===== src/rtl/regfile_pkg.sv =====
// regfile_pkg: shared constants and helpers for the register file.
// Provides the default address and data widths, the write-counter width with
// its saturation value, and a saturating increment for that counter.
// Used by regfile_dec. No ports.
package regfile_pkg;

   localparam int ADDR_W_DEF = 5;
   localparam int DATA_W_DEF = 32;
   localparam int CNT_W      = 16;

   localparam logic [CNT_W-1:0] CNT_MAX = 16'hFFFF;

   // The counter sticks at CNT_MAX instead of wrapping to zero.
   function automatic logic [CNT_W-1:0] sat_inc(input logic [CNT_W-1:0] cnt);
      return (cnt == CNT_MAX) ? cnt : cnt + 1'b1;
   endfunction

endpackage


===== src/rtl/decoder_n_onehot.sv =====
// decoder_n_onehot: N-bit binary to 2**N one-hot decoder with enable.
// Ports:
//   x  - binary index. The LSB of x is the least significant index bit.
//   en - enable. When it is 0, z is all zeros.
//   z  - one-hot output. Bit i is set iff en=1 and x==i.
module decoder_n_onehot #(
   parameter int N = 5
) (
   input  logic [N-1:0]      x,
   input  logic              en,
   output logic [2**N-1:0]   z
);

   always_comb begin
      z = '0;
      if (en) z[x] = 1'b1;
   end

endmodule


===== src/rtl/regfile_dec.sv =====
// regfile_dec: register file with one write port and two read ports.
// The write select is decoded to one-hot. The module also keeps a registered
// copy of the last accepted select and a saturating count of accepted writes.
//
// Ports:
//   clk, rst           - clock; synchronous active-high reset
//   we, waddr, wdata   - write port
//   raddr_a, rdata_a   - read port A (combinational)
//   raddr_b, rdata_b   - read port B (combinational)
//   wsel_q             - one-hot select of the last accepted write
//   wr_cnt             - accepted writes since reset; saturates at 16'hFFFF
//
// Build option:
//   REGFILE_DEC_BYPASS_EN - when defined, a read at the address of the write
//   accepted in the same cycle returns wdata. When undefined, that read returns
//   the stored value, and the new value appears on the next cycle.
module regfile_dec
   import regfile_pkg::*;
#(
   parameter int ADDR_W  = ADDR_W_DEF,
   parameter int DATA_W  = DATA_W_DEF,
   parameter int R0_ZERO = 1
) (
   input  logic                  clk,
   input  logic                  rst,
   input  logic                  we,
   input  logic [ADDR_W-1:0]     waddr,
   input  logic [DATA_W-1:0]     wdata,
   input  logic [ADDR_W-1:0]     raddr_a,
   output logic [DATA_W-1:0]     rdata_a,
   input  logic [ADDR_W-1:0]     raddr_b,
   output logic [DATA_W-1:0]     rdata_b,
   output logic [2**ADDR_W-1:0]  wsel_q,
   output logic [CNT_W-1:0]      wr_cnt
);

   localparam int DEPTH = 2**ADDR_W;

   logic [DATA_W-1:0] mem [DEPTH];
   logic [DEPTH-1:0]  wsel;
   logic              accept;

   decoder_n_onehot #(.N(ADDR_W)) u_dec (
      .x  (waddr),
      .en (we),
      .z  (wsel)
   );

   // A write to the hardwired-zero entry is dropped entirely.
   // It changes no storage, no select register and no counter.
   assign accept = we && !((R0_ZERO != 0) && (waddr == '0));

   always_ff @(posedge clk) begin
      if (rst) begin
         for (int i = 0; i < DEPTH; i++) mem[i] <= '0;
         wsel_q <= '0;
         wr_cnt <= '0;
      end else if (accept) begin
         mem[waddr] <= wdata;
         wsel_q     <= wsel;
         wr_cnt     <= sat_inc(wr_cnt);
      end
   end

   always_comb begin
      rdata_a = mem[raddr_a];
      rdata_b = mem[raddr_b];
      if ((R0_ZERO != 0) && (raddr_a == '0)) rdata_a = '0;
      if ((R0_ZERO != 0) && (raddr_b == '0)) rdata_b = '0;
`ifdef REGFILE_DEC_BYPASS_EN
      // Forwarding applies only to a write that will actually land this edge.
      // That means no reset is active and the write is accepted.
      if (!rst && accept && (raddr_a == waddr)) rdata_a = wdata;
      if (!rst && accept && (raddr_b == waddr)) rdata_b = wdata;
`endif
   end

endmodule

===== config.mk =====
export PLATFORM = sky130hd
export DESIGN_NAME = regfile_dec
export DESIGN_NICKNAME = d
export VERILOG_FILES = /design/src/rtl/regfile_pkg.sv /design/src/rtl/decoder_n_onehot.sv /design/src/rtl/regfile_dec.sv
export SDC_FILE = /design/constraint.sdc
export NUM_CORES = 2
export LEC_CHECK = 0
export BUFFER_PORTS_ARGS = -buffer_cell sky130_fd_sc_hd__buf_2
export CORE_MARGIN = 5
export CORE_UTILIZATION = 60
export CTS_BUF_LIST = sky130_fd_sc_hd__clkbuf_16
export DETAILED_ROUTE_END_ITERATION = 10
export GPL_ROUTABILITY_DRIVEN = 0
export MAX_ROUTING_LAYER = met4
export PLACE_DENSITY_LB_ADDON = 0.1
export SYNTH_ARGS = -nofsm -noshare
export SYNTH_HDL_FRONTEND = slang
export SYNTH_SLANG_ARGS = --single-unit

===== constraint.sdc =====
create_clock -name clk -period 2.69 [get_ports clk]
set_input_delay 0.1345 -clock clk [delete_from_list [all_inputs] [get_ports clk]]
set_output_delay 0.1345 -clock clk [all_outputs]
set_load 0.005 [all_outputs]

# After elaboration in Yosys (flattened, before gate mapping)

Memories as Yosys holds them, arrays and structs flattened.
Cells that the tools add are included.

Register bits after elaboration: 48
Bits in latches: 0
Bits in writable memories: 1024
Memory bits (read-only): 0
Input bits: 50
Output and inout port bits: 112
Word-level logic and storage cells: 29
Memories: 1

Memories:

| name | words | bits a word | rd ports | clocked after Yosys merged registers in | wr ports | line              | text |
|---|---|---|---|---|---|---|---|
| mem  | 32    | 32          | 2        | 0                                       | 32       | regfile_dec.sv:39 | `logic [DATA_W-1:0] mem [DEPTH];` |

$add $sub $neg: 1
Multiply operators: 0
Div/mod/pow operators: 0
Order comparisons: 2
Equal/unequal tests: 1
Shift-type cells: 0
Muxes and demuxes: 13
Bitwise operators: 1
Reduce and logical (&&, ||, !) cells: 8

Operators with widths:

| cell                  | count |
|---|---|
| $mux 32               | 4 |
| $reduce_or 32->1      | 1 |
| $add 16x1->16 const B | 1 |
| $eq 16x16->1 const B  | 1 |
| $logic_not 5->1       | 3 |
| $mux 1                | 7 |
| $lt 5x6->1 const B    | 1 |
| $demux 1 s5           | 1 |
| $ge 5x1->1 const B    | 1 |
| $mux 5                | 1 |
| $logic_and 1x1->1     | 2 |
| $reduce_and 2->1      | 1 |
| $logic_not 1->1       | 1 |
| $not 1->1             | 1 |

# Depth between registers and ports, before layout

Depth after elaboration: 8
Depth in mapped cells: 8
Mapped depth without buffers: 5

# Cells and area by module

Synthesis repeated with hierarchy kept, for this count alone.

Cells, all modules: 3940
Area, all modules: 56908.3 um^2

By module, submodules not included:

| module           | instances | cells each | area an instance (um^2) | sequential area each (um^2) |
|---|---|---|---|---|
| regfile_dec      | 1         | 3893       | 56678.1                 | 31710.4 |
| decoder_n_onehot | 1         | 47         | 230.2                   | 0.0 |

# Least setup slack after synthesis

Ideal clock, no wire load.

Path type: in2reg
Start: input waddr[3]
End: memory mem[12][0] (netlist bit), enable pin
Setup time: 0.375 ns
Data arrival time: 1.573 ns
Data required time: 2.315 ns
Slack: 0.742 ns
Stages: 6
Path buffers: 2
Cell sequence: buf_2 or3_1 buf_2 nand4b_1 nor2_1 or2_2

RTL lines:

| element            | line              | text |
|---|---|---|
| start: declaration | regfile_dec.sv:27 | `input logic [ADDR_W-1:0] waddr,` |
| end: declaration   | regfile_dec.sv:39 |  |

==> impl_metrics.ini <==
[run_status]
outcome = finished clean

[routing]
wl_per_cell_microns = 34.7
drcViolationCount = 0
wl_microns = 188000
first_pass_iters = 8
vias_per_cell = 7.04
ant_nets = 0
via_count = 38000
drtIter0Drc = 5443

[timing]
hold_violations = 0
max_freq_mhz = 372
worst_pin_slew_ps = 1340
fin_skew_ps = 4.14
grt_setup_unrepaired = yes
slew_violations = 0
post-route-min-period_ps = 2690
period_share_pct = 100
max_slew_margin_pct = 10.2
setup_viol = 0
hold-worst-slack_ps = 62.9

[synthesis]
netlist_area_sq_um = 56300
synth_edf_count = 1024
synth-main-ff-cell = edfxtp_1
avgSynthCellArea_sq_um = 14.7
async_flop_share_pct = 0
yosys_warnings = 0
synth_cell_types = 45
synth_cells = 3828
ys_ff_latch = 1072
synth_seq_area_share_pct = 56.3

[power_and_ir_drop]
ir_drop_mv = 0.685
power.density_nw_per_um2 = 616
report.power.total_mw = 39.9
cellLeakagePower_nw = 23.0

[global_routing]
grt_pass1_vias = 38900
antenna_found_initial = 6
grt_usage_pct = 39.0
overflow = 0
grt_first_pass_wirelength_microns = 271000
grt_max_degree = 63

[final_layout]
drive_gt1_share_pct = 31.4
final_common_cell = edfxtp_1
fillers = 6273
final_cell_mix = edfxtp_1, and2_1, mux4_2
area_growth_pct = 14.9
nNetsFinal = 4105
stdcell_area_sq_um = 64700
postLayoutCoreUtil_pct = 69.4

[placement]
post-dp-hpwl_microns = 120000
portBuffers = 161
dpl_cell_area_sq_um = 60700

[clock_network]
cts.sinks = 1072
cts_tree = built
clk_latency_ps = 710
h-tree-depth = 3
clk_pin_slew_worst_paths_ps = 60
ctsRootBufferMaster = clkbuf_16
numCtsBuffers = 111
clk_path_buf_depth = 3

[die]
ios = 162
rows = 112
fp.coreArea_sq_um = 93300
dieArea_sq_um = 100000
die_w_microns = 316
die_y_microns = 316
start_util_pct = 60.4

[critical_path]
critPathKind = flip-flop to output pin
slowest_delay_ps = 500
required_ps = 2560
crit_fanout = 2
critical_path_arrival_ps = 2550
crit_path_start_kind = flip-flop
crit_path_cell_trace = mux4_2 > nor2b_1 > a211oi_1 > a311oi_1 > buf_2
cp_slowest_cell = a211oi_1
cp-end-kind = output pin

[hold_path]
hold_class = primary input to flip-flop

[flow_run]
cap_violations = 0
-- cells in the mapped netlist, types with 5 or more instances --
library cell  number  area, sq um
o21ai_0           76          380
or4_1             13         97.6
nor2b_1           70          438
mux2i_1          128         1280
a21oi_1           19         95.1
buf_2             81          405
buf_1             10         37.5
a21o_1            27          203
dfxtp_1           48          961
a311oi_1          64          561
buf_4             27          203
nand3_1            8         40.0
or2_2             34          213
o2111ai_1         47          412
o31ai_1           12         90.1
nand3b_1           5         37.5
clkbuf_1         290         1090
mux2_2            65          732
a221oi_1          18          158
and4_1             5         43.8
mux4_2           448        10100
inv_1              5         18.8
a22oi_1           64          480
buf_6              5         56.3
edfxtp_1        1024        30700
o21ai_1            9         45.0
nor2_1            41          154
and2_1           995         6220
nand2_1           99          372
a211oi_1          66          495
-- worst max-delay path: cells and delay by family (launching register included) --
| family | cells | cell delay [ps] |
|---|---|---|
| AOI/OAI and AO/OA | 2 | 680 |
| and+or+nand+nor | 1 | 140 |
| buffers and inverters | 1 | 170 |
| DFF | 1 | 400 |
| muxes | 1 | 450 |
-- path summary, 6_finish.rpt --
kind / startpoint / endpoint / slack, ps / cells past startpoint
setup / recovery: mem[0][23] / rdata_b[23] / 1 / 5
hold / removal: wdata[22] / mem[10][22] / 60 / 2
setup reg to reg: wr_cnt[0] / wr_cnt[3] / 780 / 5
hold reg to reg: wsel_q[31] / wsel_q[31] / 450 / 1
-- logic make-up (layout without fill, tap and decap cells) --
| kind of cell | count (synthesis) | count (layout) | synth area share [%] |
|---|---|---|---|
| AO/OA/AOI/OAI | 404 | 404 | 5.24 |
| adder cells (fa/ha/maj) | 1 | 1 | 0.0222 |
| buffers and inverters | 418 | 700 | 3.21 |
| flip-flops | 1072 | 1072 | 56.3 |
| multiplexers | 641 | 641 | 21.5 |
| other | 1 | 38 | 0.00665 |
| AND/OR/NAND/NOR | 1291 | 1291 | 13.8 |
-- sequential cells by signal (all words and copies together), names as in the netlist --
register  count
mem        1024
wr_cnt       16
wsel_q       32
-- where the power goes --
group	switching [mW]	internal, mW	total (mW)
Sequential	0.463	19.2	19.6
Combinational	2.94	2.27	5.21
Clock	6.63	8.40	15.0
Total	10.0	29.8	39.9
-- repair_timing --
item	4_1_cts	5_1_grt
setup buffers	0	1
setup endpoints to repair	36	35
hold buffers	8	0
endpoints found under the hold margin	20	0
gates resized for setup	56	47
gates cloned	0	0
pin swaps	6	7
-- cell type report --
class	count	area (sq um)	share of cell area (%)
flip-flops and latches	1072	31700	49.0
inverters	5	21.3	0.0329
clock inverters	88	696	1.07
diodes	6	15.0	0.0232
multi-input cells	2369	23600	36.4
clock buffers	112	2800	4.33
well taps	1254	1570	2.42
repair buffers	495	4340	6.70
-- per-layer routing --
| metal | vias to the layer above | share of wire, % | track usage, % |
|---|---|---|---|
| met5 | - | 0 | - |
| li1 | 15100 | - | - |
| met4 | 0 | 7.1 | 22.1 |
| met2 | 2862 | 46 | 58.1 |
| met1 | 19400 | 34 | 49.6 |
| met3 | 656 | 12 | 9.47 |
-- metrics by stage --
step | setup TNS, ps | worst slack, ps | std cells
6_report | 0 | 1.14 | 5401
5_1_grt | -95.1 | -33.3 | 5399
2_1_floorplan | 0 | 742 | 3859
3_3_place_gp | -60.7 | -60.7 | 5186
3_5_place_dp | -48.6 | -48.6 | 5186
4_1_cts | 0 | 0.125 | 5394
(Power assumes the default switching activity.)
